## src/rtl/eth_pkg.sv

```systemverilog
// Shared Ethernet MAC-control constants and the PAUSE receive FSM state type.
package eth_pkg;

  localparam logic [47:0] PAUSE_DA      = 48'h0180_C200_0001;
  localparam logic [15:0] MAC_CTRL_TYPE = 16'h8808;
  localparam logic [15:0] PAUSE_OPCODE  = 16'h0001;

  // Byte 17 is the last header byte (quanta LSB); the index parks at 18.
  localparam logic [4:0] HDR_LAST_IDX = 5'd17;
  localparam logic [4:0] IDX_SAT      = 5'd18;

  typedef enum logic [1:0] {
    IDLE,
    HDR,
    MATCHED,
    DISCARD
  } rx_state_e;

  // Byte idx (0 = first on the wire) of a 48-bit MAC address.
  function automatic logic [7:0] addr_byte(input logic [47:0] addr, input logic [2:0] idx);
    logic [47:0] sh;
    sh = addr << (8 * idx);
    return sh[47:40];
  endfunction

endpackage

```

## src/rtl/pause_rx_if.sv

```systemverilog
// Byte-wide MAC receive stream: DA first, preamble/SFD already stripped.
interface pause_rx_if;
  logic [7:0] rx_mac_data;
  logic       rx_mac_valid;
  logic       rx_mac_last;
  logic       rx_mac_err;

  modport master (output rx_mac_data, rx_mac_valid, rx_mac_last, rx_mac_err);
  modport slave  (input  rx_mac_data, rx_mac_valid, rx_mac_last, rx_mac_err);
endinterface

```

## src/rtl/pause_timer.sv

```systemverilog
// Pause hold-off timer: quanta down-counter paced by a per-quantum sub-counter.
// A load always wins over the running countdown.
module pause_timer #(
  parameter int unsigned QUANTUM_CYCLES = 64
) (
  input  logic        clk,
  input  logic        rst,
  input  logic        load,
  input  logic [15:0] quanta,
  output logic        active,
  output logic [15:0] remaining
);

  localparam int unsigned SUB_W = (QUANTUM_CYCLES > 1) ? $clog2(QUANTUM_CYCLES) : 1;
  localparam logic [SUB_W-1:0] SUB_RELOAD = SUB_W'(QUANTUM_CYCLES - 1);

  logic [15:0]      quanta_cnt;
  logic [SUB_W-1:0] sub_cnt;

  // Load on apply, otherwise count down one quantum every QUANTUM_CYCLES cycles.
  always_ff @(posedge clk or posedge rst) begin
    if (rst) begin
      quanta_cnt <= '0;
      sub_cnt    <= '0;
    end else if (load) begin
      quanta_cnt <= quanta;
      sub_cnt    <= SUB_RELOAD;
    end else if (quanta_cnt != '0) begin
      if (sub_cnt == '0) begin
        quanta_cnt <= quanta_cnt - 16'd1;
        sub_cnt    <= SUB_RELOAD;
      end else begin
        sub_cnt <= sub_cnt - SUB_W'(1);
      end
    end
  end

  assign active    = (quanta_cnt != '0);
  assign remaining = quanta_cnt;

endmodule

```

## src/rtl/pause_rx.sv

```systemverilog
// 802.3x PAUSE frame receiver: parses the MAC-control header from the receive
// byte stream and drives the transmit hold-off timer.
//
//   state   | meaning
//   --------+-------------------------------------------------------------
//   IDLE    | between frames; next valid byte is byte 0
//   HDR     | inside bytes 1..17, every field seen so far matches
//   MATCHED | full PAUSE header matched; waiting for a clean last byte
//   DISCARD | not a PAUSE frame (or short); drop until last
module pause_rx
  import eth_pkg::*;
#(
  parameter int unsigned QUANTUM_CYCLES = 64,
  parameter logic [47:0] STATION_ADDR   = 48'h0
) (
  input  logic             clk,
  input  logic             rst,
  pause_rx_if.slave        mac_rx,
  output logic             pause_active,
  output logic [15:0]      pause_quanta,
  output logic             pause_det,
  output logic [7:0]       pause_frm_cnt
);

  rx_state_e   state, state_nxt;
  logic [4:0]  byte_idx;
  logic        mc_ok, st_ok;
  logic        mc_cur, st_cur, hdr_bad;
  logic        apply;
  logic [15:0] quanta_cap;
  logic        byte_in, byte_last;

  assign byte_in   = mac_rx.rx_mac_valid;
  assign byte_last = mac_rx.rx_mac_valid & mac_rx.rx_mac_last;

  // Per-byte field compare; both DA candidates are tracked independently.
  always_comb begin
    mc_cur  = 1'b0;
    st_cur  = 1'b0;
    hdr_bad = 1'b0;
    if (byte_idx <= 5'd5) begin
      mc_cur  = ((byte_idx == 5'd0) || mc_ok) &&
                (mac_rx.rx_mac_data == addr_byte(PAUSE_DA, byte_idx[2:0]));
      st_cur  = ((byte_idx == 5'd0) || st_ok) &&
                (mac_rx.rx_mac_data == addr_byte(STATION_ADDR, byte_idx[2:0]));
      hdr_bad = !mc_cur && !st_cur;
    end
    case (byte_idx)
      5'd12:   hdr_bad = (mac_rx.rx_mac_data != MAC_CTRL_TYPE[15:8]);
      5'd13:   hdr_bad = (mac_rx.rx_mac_data != MAC_CTRL_TYPE[7:0]);
      5'd14:   hdr_bad = (mac_rx.rx_mac_data != PAUSE_OPCODE[15:8]);
      5'd15:   hdr_bad = (mac_rx.rx_mac_data != PAUSE_OPCODE[7:0]);
      default: ;
    endcase
  end

  // FSM state register.
  always_ff @(posedge clk or posedge rst) begin
    if (rst) state <= IDLE;
    else     state <= state_nxt;
  end

  // Next state and apply decision; nothing moves while rx_mac_valid is low.
  always_comb begin
    state_nxt = state;
    apply     = 1'b0;
    if (byte_in) begin
      unique case (state)
        IDLE:    if (!byte_last) state_nxt = HDR;
        HDR: begin
          if (byte_last)                     state_nxt = IDLE;
          else if (hdr_bad)                  state_nxt = DISCARD;
          else if (byte_idx == HDR_LAST_IDX) state_nxt = MATCHED;
        end
        MATCHED: begin
          if (byte_last) begin
            state_nxt = IDLE;
            apply     = !mac_rx.rx_mac_err;
          end
        end
        DISCARD: if (byte_last) state_nxt = IDLE;
      endcase
    end
  end

  // Byte index: counts valid bytes, parks at 18, restarts after last.
  always_ff @(posedge clk or posedge rst) begin
    if (rst) begin
      byte_idx <= '0;
    end else if (byte_in) begin
      if (mac_rx.rx_mac_last)     byte_idx <= '0;
      else if (byte_idx != IDX_SAT) byte_idx <= byte_idx + 5'd1;
    end
  end

  // DA match history and big-endian quanta capture.
  always_ff @(posedge clk or posedge rst) begin
    if (rst) begin
      mc_ok      <= 1'b0;
      st_ok      <= 1'b0;
      quanta_cap <= '0;
    end else if (byte_in) begin
      if (byte_idx <= 5'd5) begin
        mc_ok <= mc_cur;
        st_ok <= st_cur;
      end
      if (byte_idx == 5'd16) quanta_cap[15:8] <= mac_rx.rx_mac_data;
      if (byte_idx == 5'd17) quanta_cap[7:0]  <= mac_rx.rx_mac_data;
    end
  end

  // Detect pulse and saturating frame counter, aligned with the timer load.
  always_ff @(posedge clk or posedge rst) begin
    if (rst) begin
      pause_det     <= 1'b0;
      pause_frm_cnt <= '0;
    end else begin
      pause_det <= apply;
      if (apply && (pause_frm_cnt != 8'hFF)) pause_frm_cnt <= pause_frm_cnt + 8'd1;
    end
  end

  pause_timer #(
    .QUANTUM_CYCLES(QUANTUM_CYCLES)
  ) u_timer (
    .clk       (clk),
    .rst       (rst),
    .load      (apply),
    .quanta    (quanta_cap),
    .active    (pause_active),
    .remaining (pause_quanta)
  );

endmodule

```

## src/flat_wrapper.sv

```systemverilog
// flat-port wrapper written by rule: the top's interface ports become plain ports
module pause_rx_flat import eth_pkg::*;
#(
  parameter int unsigned QUANTUM_CYCLES = 64,
  parameter logic [47:0] STATION_ADDR   = 48'h0
)
  (clk, rst, pause_active, pause_quanta, pause_det, pause_frm_cnt, mac_rx_rx_mac_data, mac_rx_rx_mac_valid, mac_rx_rx_mac_last, mac_rx_rx_mac_err);
  pause_rx_if mac_rx_i ();
  input  logic clk;
  input  logic rst;
  output logic pause_active;
  output logic [15:0] pause_quanta;
  output logic pause_det;
  output logic [7:0] pause_frm_cnt;
  input wire logic [$bits(mac_rx_i.rx_mac_data)-1:0] mac_rx_rx_mac_data;
  input wire logic [$bits(mac_rx_i.rx_mac_valid)-1:0] mac_rx_rx_mac_valid;
  input wire logic [$bits(mac_rx_i.rx_mac_last)-1:0] mac_rx_rx_mac_last;
  input wire logic [$bits(mac_rx_i.rx_mac_err)-1:0] mac_rx_rx_mac_err;
  assign mac_rx_i.rx_mac_data = mac_rx_rx_mac_data;
  assign mac_rx_i.rx_mac_valid = mac_rx_rx_mac_valid;
  assign mac_rx_i.rx_mac_last = mac_rx_rx_mac_last;
  assign mac_rx_i.rx_mac_err = mac_rx_rx_mac_err;
  pause_rx #(.QUANTUM_CYCLES(QUANTUM_CYCLES), .STATION_ADDR(STATION_ADDR)) u_core (.clk(clk), .rst(rst), .mac_rx(mac_rx_i), .pause_active(pause_active), .pause_quanta(pause_quanta), .pause_det(pause_det), .pause_frm_cnt(pause_frm_cnt));
endmodule
```

## config.mk

```make
export PLATFORM = sky130hd
export DESIGN_NAME = pause_rx_flat
export DESIGN_NICKNAME = d
export VERILOG_FILES = /design/src/rtl/eth_pkg.sv /design/src/rtl/pause_rx_if.sv /design/src/rtl/pause_timer.sv /design/src/rtl/pause_rx.sv /design/src/flat_wrapper.sv
export SDC_FILE = /design/constraint.sdc
export NUM_CORES = 1
export LEC_CHECK = 0
export ABC_AREA = 1
export CELL_PAD_IN_SITES_DETAIL_PLACEMENT = 1
export CELL_PAD_IN_SITES_GLOBAL_PLACEMENT = 2
export CORE_MARGIN = 5
export CORE_UTILIZATION = 33
export DETAILED_ROUTE_END_ITERATION = 6
export GPL_ROUTABILITY_DRIVEN = 0
export HOLD_SLACK_MARGIN = 0.03
export PLACE_DENSITY = 0.89
export SLEW_MARGIN = 40
export SYNTH_ARGS = -nofsm -noshare
export SYNTH_HDL_FRONTEND = slang
export SYNTH_SLANG_ARGS = --single-unit
```

## constraint.sdc

```tcl
create_clock -name clk -period 2 [get_ports clk]
set_input_delay 0.4 -clock clk [delete_from_list [all_inputs] [get_ports clk]]
set_output_delay 0.4 -clock clk [all_outputs]
set_load 0.02 [all_outputs]
```

==> results of run 1 <==
-- power groups by stage --
stage          combinational (mW)  sequential, mW  clock (mW)
3_3_place_gp                 2.10            1.68           0
2_1_floorplan                1.01            1.86           0
6_report                     2.27            1.68       0.656
5_1_grt                      2.51            1.73       0.727
3_5_place_dp                 2.17            1.69           0
4_1_cts                      2.24            1.68       0.684
-- area by class of cell --
| cell class | count | area share |
|---|---|---|
| multi-input combinational | 306 | 0.377 |
| tap | 133 | 0.0375 |
| clock buffer | 8 | 0.0203 |
| inverter | 61 | 0.0525 |
| sequential | 56 | 0.316 |
| timing repair buffer | 97 | 0.197 |
-- cell usage in the layout (no fill, tap or decap), types with 3 or more instances in the layout --
cell and n:
nor2_4 3, nor2_2 8, nand3_1 21, xor2_1 11, nand2_1 103, nand2_2 4, o21ai_0 30, clkdlybuf4s50_1 37
o211ai_1 4, o21ai_1 18, a21oi_1 12, o21a_1 4, ha_1 6, nor3_1 5, inv_1 46, xnor2_1 3
inv_2 13, buf_4 55, o22ai_1 4, dfrtp_1 56, nand4_1 5, o21ai_2 3, clkbuf_8 6, nor2_1 39
buf_12 4
-- flip-flops by register name, summed over array words and instances, names as in the netlist --
name and flops:
u_core.byte_idx 5, u_core.mc_ok 1, u_core.pause_det 1, u_core.pause_frm_cnt 8
u_core.quanta_cap 16, u_core.st_ok 1, u_core.state 2, u_core.u_timer.remaining 16
u_core.u_timer.sub_cnt 6
-- per-layer routing --
layer | track usage | vias to the layer above
met5 | 0 | -
met4 | 0.0361 | 0
met3 | 0.0227 | 7
met2 | 0.314 | 27
met1 | 0.213 | 1521
li1 | - | 1587
-- timing repair --
item	CTS	global route
pin swaps	7	5
gates resized for setup	19	5
buffers inserted	2	2
endpoints found under the setup margin	3	5
-- cell families after synthesis --
kind of cell               count (synthesis)
DFF                                       56
adders and majority gates                  9
and+or+nand+nor                          201
AOI/OAI and AO/OA                         82
buffers and inverters                     71
xor gates and xnor gates                  14
-- stage by stage --
stage          area, sq um  setup TNS [ns]  hold WS, ns  cells
6_report              4440               0        0.385    661
2_1_floorplan         3320               0        0.448    433
4_1_cts               4410               0        0.401    659
5_1_grt               4440          -0.353        0.402    661
3_5_place_dp          4260           -1.24        0.478    649
3_3_place_gp          4260          -0.357        0.473    649
-- worst max-delay path by stage --
stage,startpoint,endpoint,slack (ns),cells after the start
global placement,mac_rx_rx_mac_valid,u_core.u_timer.remaining[7],-0.07,10
detailed placement,u_core.u_timer.remaining[0],pause_active,-0.12,6
CTS,u_core.u_timer.remaining[1],pause_active,0.007,6
finish,u_core.byte_idx[0],u_core.state[1],0.03,15
global route,u_core.byte_idx[0],u_core.state[1],-0.15,15
floorplan,u_core.u_timer.remaining[0],pause_active,0.21,5
==> results.toml, run 1 <==
[status]
status = "complete, no violations"

[finish]
seqCellArea_sq_um = 1400
syn_to_final_growth_pct = 33.5
num-fill-cells = 1216
drive_above_1_share = 0.212
final_util = 0.454
multi_input_area_sq_um = 1670
diodes = 0
nNetsFinal = 549

[clock_tree]
root_buffer = "clkbuf_8"
numClockSinks = 56
clock_latency_ns = 0.31
cts_buffers = 5
htreeDepth = 2
cts_tree = "done"
clock_path_buffers = 2
clk_pin_slew_ns = 0.10
ctsHoldBuffers = 0

[setup_path]
worstSetupPathType = "register to register"
r2r_slack_ns = 0.03
reg2reg_to = "u_core.state[1]"
reg2reg_depth = 15
worstSetupEndpointType = "register"
worstPathArrival_ns = 2.17
r2r-start = "u_core.byte_idx[0]"
critical-path-max-stage-delay_ns = 0.41
cp_max_fo = 4
path_cells = "ha_2 > inv_2 > nor2_2 > ha_2 > inv_2 > nand2_2 > nand2_1 > nor2_1 > nand3_1 > o21ai_2 > nand3_2 > nor2_1 > nor2_1 > nand2_1 > nand2_1"
critPathRequiredTime_ns = 2.20
start_kind = "register"
slowest_stage = "dfrtp_1"
crit_family = "simple AND/OR/NAND/NOR gates"
crit_buf_inv = 2

[floorplan]
die_w_um = 110
core_area_sq_um = 9770
initial_core_util = 0.340
num_io_pins = 39
die_y_um = 110
die_area_sq_um = 12200
rows = 36

[power]
p_seq_frac = 0.365
p_sw_mw = 1.85
power_density_nw_per_um2 = 1040
p_int_mw = 2.75
ir_worst_vdd_v = 0.000415
leakage_nw = 2.10
swShare = 0.402
power_frac_comb = 0.493
clkPwrFrac = 0.142
power_mw = 4.61

[yosys]
yosysMostFrequentCell = "nand2_1"
synth_area_sq_um = 3320
yosys_warnings = 0
ys_seq_area_frac = 0.422
synth_nets = 455
avgSynthCellArea_sq_um = 7.67
synth-xor-area-share = 0.0369
synth_fa_ha_area_frac = 0.0339
synth_seq_cells = 56
synthTopCellsByCount = "nand2_1, dfrtp_1, inv_1"
synth_top_area_cell = "dfrtp_1"
yosysTopAreaCellShare = 0.422
async_flop_share = 1.00
synth-main-ff-cell = "dfrtp_1"
syn_inst = 433
synthSimpleGateAreaFrac = 0.275
synth.area.mux_share = 0
synth_area_leaders = "dfrtp_1, nand2_1, inv_1"
synth_compound_area_frac = 0.140
synth_top_family_by_area = "simple AND/OR/NAND/NOR gates"
synth-edff-count = 0
yosysUniqueCellTypes = 40

[global_route]
grt_pass1_wl_um = 16300
grt_max_degree = 24
grt_usage = 0.171
overflow = 0
antenna_found_initial = 0
grt_pass1_vias = 3409

[timing]
rsz0062_at_grt = "yes"
fin_crit_ns = 1.97
drv_slew = 0
final-setup-viol-count = 0
hold_viol = 0
period_share = 0.984
finClkSkew_ns = 0.00719
relSlewSlack = 0.640
worstMarginPinSlew_ns = 0.539
setup_slack_ns = 0.0328
clock.fmax_ghz = 0.508

[job]
cap_violations = 0

[detailed_routing]
remaining_drc_errors = 0
vias_per_cell = 4.75
final_antenna_net_count = 0
drt-met1-wl_um = 4380
drtIter0Drc = 126
wirelength_um = 9660
met2_length_um = 4980
num_vias = 3142
post_drt_wl_per_cell_um = 14.6
dr_wl_met3_um = 200
dr.pass1.iters = 4
top_layer = "met4"

[placed_design]
io_buffer_count = 38
hpwl_um = 7780
dp_slack_ns = -0.121

[min_path]
hold_class = "primary input to async pin"
Note: power is estimated with default switching activity, not from simulation.
==> inputs of run 2 (changes only) <==
--- a/config.mk
+++ b/config.mk
@@ -8,11 +8,11 @@
 export ABC_AREA = 1
 export CELL_PAD_IN_SITES_DETAIL_PLACEMENT = 1
 export CELL_PAD_IN_SITES_GLOBAL_PLACEMENT = 2
-export CORE_MARGIN = 5
 export CORE_UTILIZATION = 33
 export DETAILED_ROUTE_END_ITERATION = 6
 export GPL_ROUTABILITY_DRIVEN = 0
 export HOLD_SLACK_MARGIN = 0.03
+export MAX_ROUTING_LAYER = met4
 export PLACE_DENSITY = 0.89
 export SLEW_MARGIN = 40
 export SYNTH_ARGS = -nofsm -noshare
==> results.toml, run 2 (synthesized netlist as in run 1, its figures left out) <==
[finish]
num-fill-cells = 1217
layout_common_cells = "nand2_1, buf_4, dfrtp_1, inv_1, clkdlybuf4s50_1"
layout_commonest_cell = "nand2_1"
diodes = 0
final_util = 0.463
nNetsFinal = 552
drive_above_1_share = 0.243
syn_to_final_growth_pct = 36.2
multi_input_area_sq_um = 1720
seqCellArea_sq_um = 1400

[status]
violations = "negative setup slack"
status = "finished with violations"

[setup_path]
critical-path-max-stage-delay_ns = 0.43
r2r_slack_ns = -0.003
path_cells = "ha_2 > inv_2 > nor2_4 > ha_4 > buf_6 > a21oi_2 > nand2_1 > nand3_2 > o21ai_2 > nand3_2 > nor2_1 > nor2_1 > nand2_1 > nand2_1"
crit_start = "u_core.byte_idx[0]"
cpMostUsedCell = "nand2_1"
crit_buf_inv = 2
worstSetupEndpointType = "register"
worstPathArrival_ns = 2.21
slowest_stage = "dfrtp_1"
start_kind = "register"
crit_family = "simple AND/OR/NAND/NOR gates"
cp_max_fo = 4
critPathRequiredTime_ns = 2.21
worstSetupPathType = "register to register"
r2r-start = "u_core.byte_idx[0]"

[floorplan]
die_w_um = 102
num_io_pins = 39
initial_core_util = 0.340
rows = 36
core_area_sq_um = 9770
die_area_sq_um = 10500
die_y_um = 102

[min_path]
hold_class = "primary input to async pin"

[placed_design]
hpwl_um = 7670
io_buffer_count = 38
dp_slack_ns = -0.0944

[timing]
final-setup-viol-count = 1
fin_setup_tns_ns = -0.00256
period_share = 1.00
worstMarginPinSlew_ns = 0.485
fin_crit_ns = 2.00
finClkSkew_ns = 0.0133
hold_viol = 0
whs_ns = 0.443
clock.fmax_ghz = 0.499
setup_slack_ns = -0.00256
drv_slew = 0
rsz0062_at_grt = "yes"
relSlewSlack = 0.674

[detailed_routing]
drtIter0Drc = 116
final_antenna_net_count = 0
post_drt_wl_per_cell_um = 15.0
dr.pass1.iters = 4
vias_per_cell = 4.87
remaining_drc_errors = 0
num_vias = 3231
wirelength_um = 9950

[global_route]
overflow = 0
antenna_found_initial = 0
grt_pass1_vias = 3510
grt_pass1_wl_um = 16600
grt_max_degree = 57
grt_usage = 0.211

[clock_tree]
htreeDepth = 2
root_buffer = "clkbuf_8"
clock_latency_ns = 0.32
numClockSinks = 56
ctsHoldBuffers = 0
clock_path_buffers = 2
cts_buffers = 5
cts_tree = "done"
clk_pin_slew_ns = 0.10

[power]
ir_worst_vdd_v = 0.000348
power_density_nw_per_um2 = 1060
leakage_nw = 2.12

[job]
cap_violations = 0
[run 2: cell types whose count changed in the layout (fill, tap and decap cells not counted), sizes merged]
| cell | change |
|---|---|
| clkbuf | -2 |
| bufinv | +1 |
| clkinv | +1 |
| buf | +3 |
[run 2: tightest hold or removal path: stages]
cell	delay, ns
clkdlybuf4s50_1	0.41
inv_2	0.07
buf_12	0.28
[run 2: what timing repair did]
action                                 in CTS  in global routing
gates resized for setup                    16                 25
endpoints found under the hold margin       0                  0
pin swaps                                   6                 15
setup endpoints to repair                   3                 13
buffers inserted                            2                  3
[run 2: metrics by stage]
step                total power, mW  std cells  instance area [sq um]
global placement               3.78        651                   4260
finish                         4.78        664                   4520
floorplan                      2.87        433                   3320
detailed placement             3.89        651                   4260
CTS                            4.73        661                   4430
global route                   5.15        664                   4520
[run 2: power breakdown]
part	switching, mW	total [mW]	internal, mW
clock	0.391	0.764	0.373
sequential	0.248	1.68	1.44
combinational	1.27	2.33	1.07
total	1.90	4.78	2.88
[run 2: area by class of cell]
type | instances | area share
multi-input cells | 306 | 0.381
flip-flops and latches | 56 | 0.310
repair buffers | 100 | 0.196
inverters | 61 | 0.0520
well taps | 133 | 0.0368
clock buffers | 6 | 0.0160
clock inverters | 2 | 0.00775
[run 2: per-layer routing]
layer | track usage | share of wire
met5 | - | 0
met4 | 0.0505 | 0.015
met3 | 0.0260 | 0.018
met2 | 0.379 | 0.52
met1 | 0.249 | 0.45
[run 2: worst paths after layout]
kind | to | cells after the start
max | u_core.state[1] | 14
min | u_core.quanta_cap[0] | 3
max reg2reg | u_core.state[1] | 14
min reg2reg | u_core.quanta_cap[14] | 2
max in group asynchronous | u_core.pause_frm_cnt[6] | 3
min in group clk | u_core.quanta_cap[14] | 2
==> inputs of run 3 (changes only) <==
--- a/config.mk
+++ b/config.mk
@@ -5,15 +5,14 @@
 export SDC_FILE = /design/constraint.sdc
 export NUM_CORES = 1
 export LEC_CHECK = 0
-export ABC_AREA = 1
 export CELL_PAD_IN_SITES_DETAIL_PLACEMENT = 1
 export CELL_PAD_IN_SITES_GLOBAL_PLACEMENT = 2
-export CORE_UTILIZATION = 33
+export CORE_UTILIZATION = 35
 export DETAILED_ROUTE_END_ITERATION = 6
 export GPL_ROUTABILITY_DRIVEN = 0
 export HOLD_SLACK_MARGIN = 0.03
 export MAX_ROUTING_LAYER = met4
-export PLACE_DENSITY = 0.89
+export PLACE_DENSITY = 0.88
 export SLEW_MARGIN = 40
 export SYNTH_ARGS = -nofsm -noshare
 export SYNTH_HDL_FRONTEND = slang
==> results.toml, run 3 <==
[yosys]
avgSynthCellArea_sq_um = 9.85
synth.area.mux_share = 0.0848
synth_top_family_by_area = "simple AND/OR/NAND/NOR gates"
synth-edff-count = 0
synth-xor-area-share = 0.0619
synth_area_leaders = "dfrtp_1, mux2_2, xnor2_1"
yosys_warnings = 0
synthTopCellsByCount = "dfrtp_1, nand2_1, o21ai_0"
yosysUniqueCellTypes = 50
syn_inst = 316
synth_nets = 338
synth_seq_cells = 56
yosysTopAreaCellShare = 0.450
synth-main-ff-cell = "dfrtp_1"
async_flop_share = 1.00
synth_area_sq_um = 3110
synth_compound_area_frac = 0.134
synth_top_area_cell = "dfrtp_1"
ys_seq_area_frac = 0.450
yosysMostFrequentCell = "dfrtp_1"
synthSimpleGateAreaFrac = 0.198
synth_fa_ha_area_frac = 0.0362

[finish]
nNetsFinal = 461
layout_common_cells = "buf_4, dfrtp_1, clkdlybuf4s50_1, nand2_1, mux2_2"
diodes = 0
layout_commonest_cell = "buf_4"
layoutNonFillerInstCount = 548
drive_above_1_share = 0.405
syn_to_final_growth_pct = 52.1

[detailed_routing]
dr.pass1.iters = 5
post_drt_wl_per_cell_um = 17.7
vias_per_cell = 5.32
num_vias = 2913
final_antenna_net_count = 0
wirelength_um = 9690
drtIter0Drc = 72
remaining_drc_errors = 0

[setup_path]
critical-path-max-stage-delay_ns = 0.45
worstPathArrival_ns = 1.81
worstSetupPathType = "register to output port"
cp_max_fo = 3
slowest_stage = "dfrtp_2"
path_cells = "nor4_4 > buf_4 > nand4b_1 > nor3_4 > inv_2 > buf_6"
critPathRequiredTime_ns = 1.60
worstSetupEndpointType = "output port"
start_kind = "register"
r2r_slack_ns = -0.13

[global_route]
grt_max_degree = 57
antenna_found_initial = 0
grt_usage = 0.216
grt_pass1_wl_um = 15000
overflow = 0
grt_pass1_vias = 3002

[timing]
fin_crit_ns = 2.21
clock.fmax_ghz = 0.452
hold_viol = 0
rsz0062_at_grt = "yes"
setup_slack_ns = -0.214
final-setup-viol-count = 5
worstMarginPinSlew_ns = 0.422
finClkSkew_ns = 0.00888
period_share = 1.11
relSlewSlack = 0.718
drv_slew = 0

[power]
p_seq_frac = 0.276
clkPwrFrac = 0.120
p_int_mw = 3.72
leakage_nw = 2.05
swShare = 0.411
power_density_nw_per_um2 = 1330
power_mw = 6.32
ir_worst_vdd_v = 0.000470
p_sw_mw = 2.60
power_frac_comb = 0.604

[min_path]
hold_class = "primary input to async pin"

[floorplan]
core_area_sq_um = 8680
die_y_um = 96.3
die_w_um = 96.3
num_io_pins = 39
die_area_sq_um = 9270
rows = 34
initial_core_util = 0.359

[placed_design]
dp_slack_ns = -0.252
hpwl_um = 6810
placed_cells = 528
io_buffer_count = 38

[job]
cap_violations = 0

[status]
status = "finished with violations"
violations = "negative setup slack"

[clock_tree]
cts_tree = "done"
numClockSinks = 56
cts_buffers = 5
htreeDepth = 2
clk_pin_slew_ns = 0.11
root_buffer = "clkbuf_8"
clock_path_buffers = 2
clock_latency_ns = 0.31
ctsHoldBuffers = 0
[run 3: cell types whose count changed in the layout (fill, tap and decap cells not counted), sizes merged, moves of 5 or more]
cell / change
mux2: +19
nor2: -33
nand3: -14
xor2: -6
o21ai: -27
inv: -44
nand2: -74
buf: +27
mux2i: +5
xnor2: +14
nor4: +7
[run 3: path summary, 6_finish.rpt]
kind | from | endpoint | cells past startpoint
worst max-delay path | u_core.u_timer.remaining[6] | pause_active | 6
worst min-delay path | rst | u_core.u_timer.sub_cnt[5] | 3
worst max register to register | u_core.u_timer.remaining[7] | u_core.u_timer.remaining[14] | 5
worst min register to register | u_core.pause_frm_cnt[4] | u_core.pause_frm_cnt[4] | 1
max in group asynchronous | rst | u_core.u_timer.remaining[7] | 3
min in group clk | u_core.pause_frm_cnt[4] | u_core.pause_frm_cnt[4] | 1
[run 3: area by class of cell]
type / count / area (sq um)
Clock buffer: 5 / 68.8
Timing Repair Buffer: 127 / 1090
Fill cell: 973 / 3950
Clock inverter: 3 / 42.5
Multi-Input combinational cell: 233 / 1930
Tap cell: 108 / 135
Sequential cell: 56 / 1410
Inverter: 16 / 60.1
[run 3: layer usage]
metal | global-route usage | vias up | share of wire
met1 | 0.262 | 1477 | 0.43
met2 | 0.383 | 44 | 0.54
li1 | - | 1384 | -
met3 | 0.0245 | 8 | 0.021
met4 | 0.0539 | 0 | 0.013
met5 | - | - | 0
[run 3: worst max-delay path, delay by kind of cell (launching register included)]
kind | cells | cell delay, ns
flops | 1 | 0.45
buf+inv | 3 | 0.34
simple gates | 3 | 0.72
[run 3: through the flow]
step                setup TNS, ns  instance area (sq um)  hold WS [ns]  utilization
global route                -1.21                   4730         0.481        0.545
CTS                        -0.243                   4490         0.471        0.517
detailed placement          -4.12                   4190         0.479        0.483
global placement            -3.25                   4190         0.462        0.483
finish                     -0.483                   4730         0.451        0.545
floorplan                -0.00748                   3140         0.444            -
[run 3: power groups by stage]
| stage | combinational, mW | clock [mW] | sequential (mW) |
|---|---|---|---|
| finish | 3.81 | 0.761 | 1.74 |
| global route | 4.08 | 0.830 | 1.78 |
| CTS | 3.32 | 0.782 | 1.72 |
| detailed placement | 2.95 | 0 | 1.73 |
| global placement | 2.80 | 0 | 1.70 |
| floorplan | 1.13 | 0 | 2.00 |
[run 3: logic make-up after synthesis]
group           Yosys count
fa+ha+maj                 9
flops                    56
mux                      24
simple gates            115
xor+xnor                 22
compound gates           63
buf+inv                  27
[run 3: repair_timing]
action | CTS | global route
endpoints found under the setup margin | 19 | 26
pin swaps | 10 | 20
resized for setup | 35 | 50
buffers inserted | 6 | 6
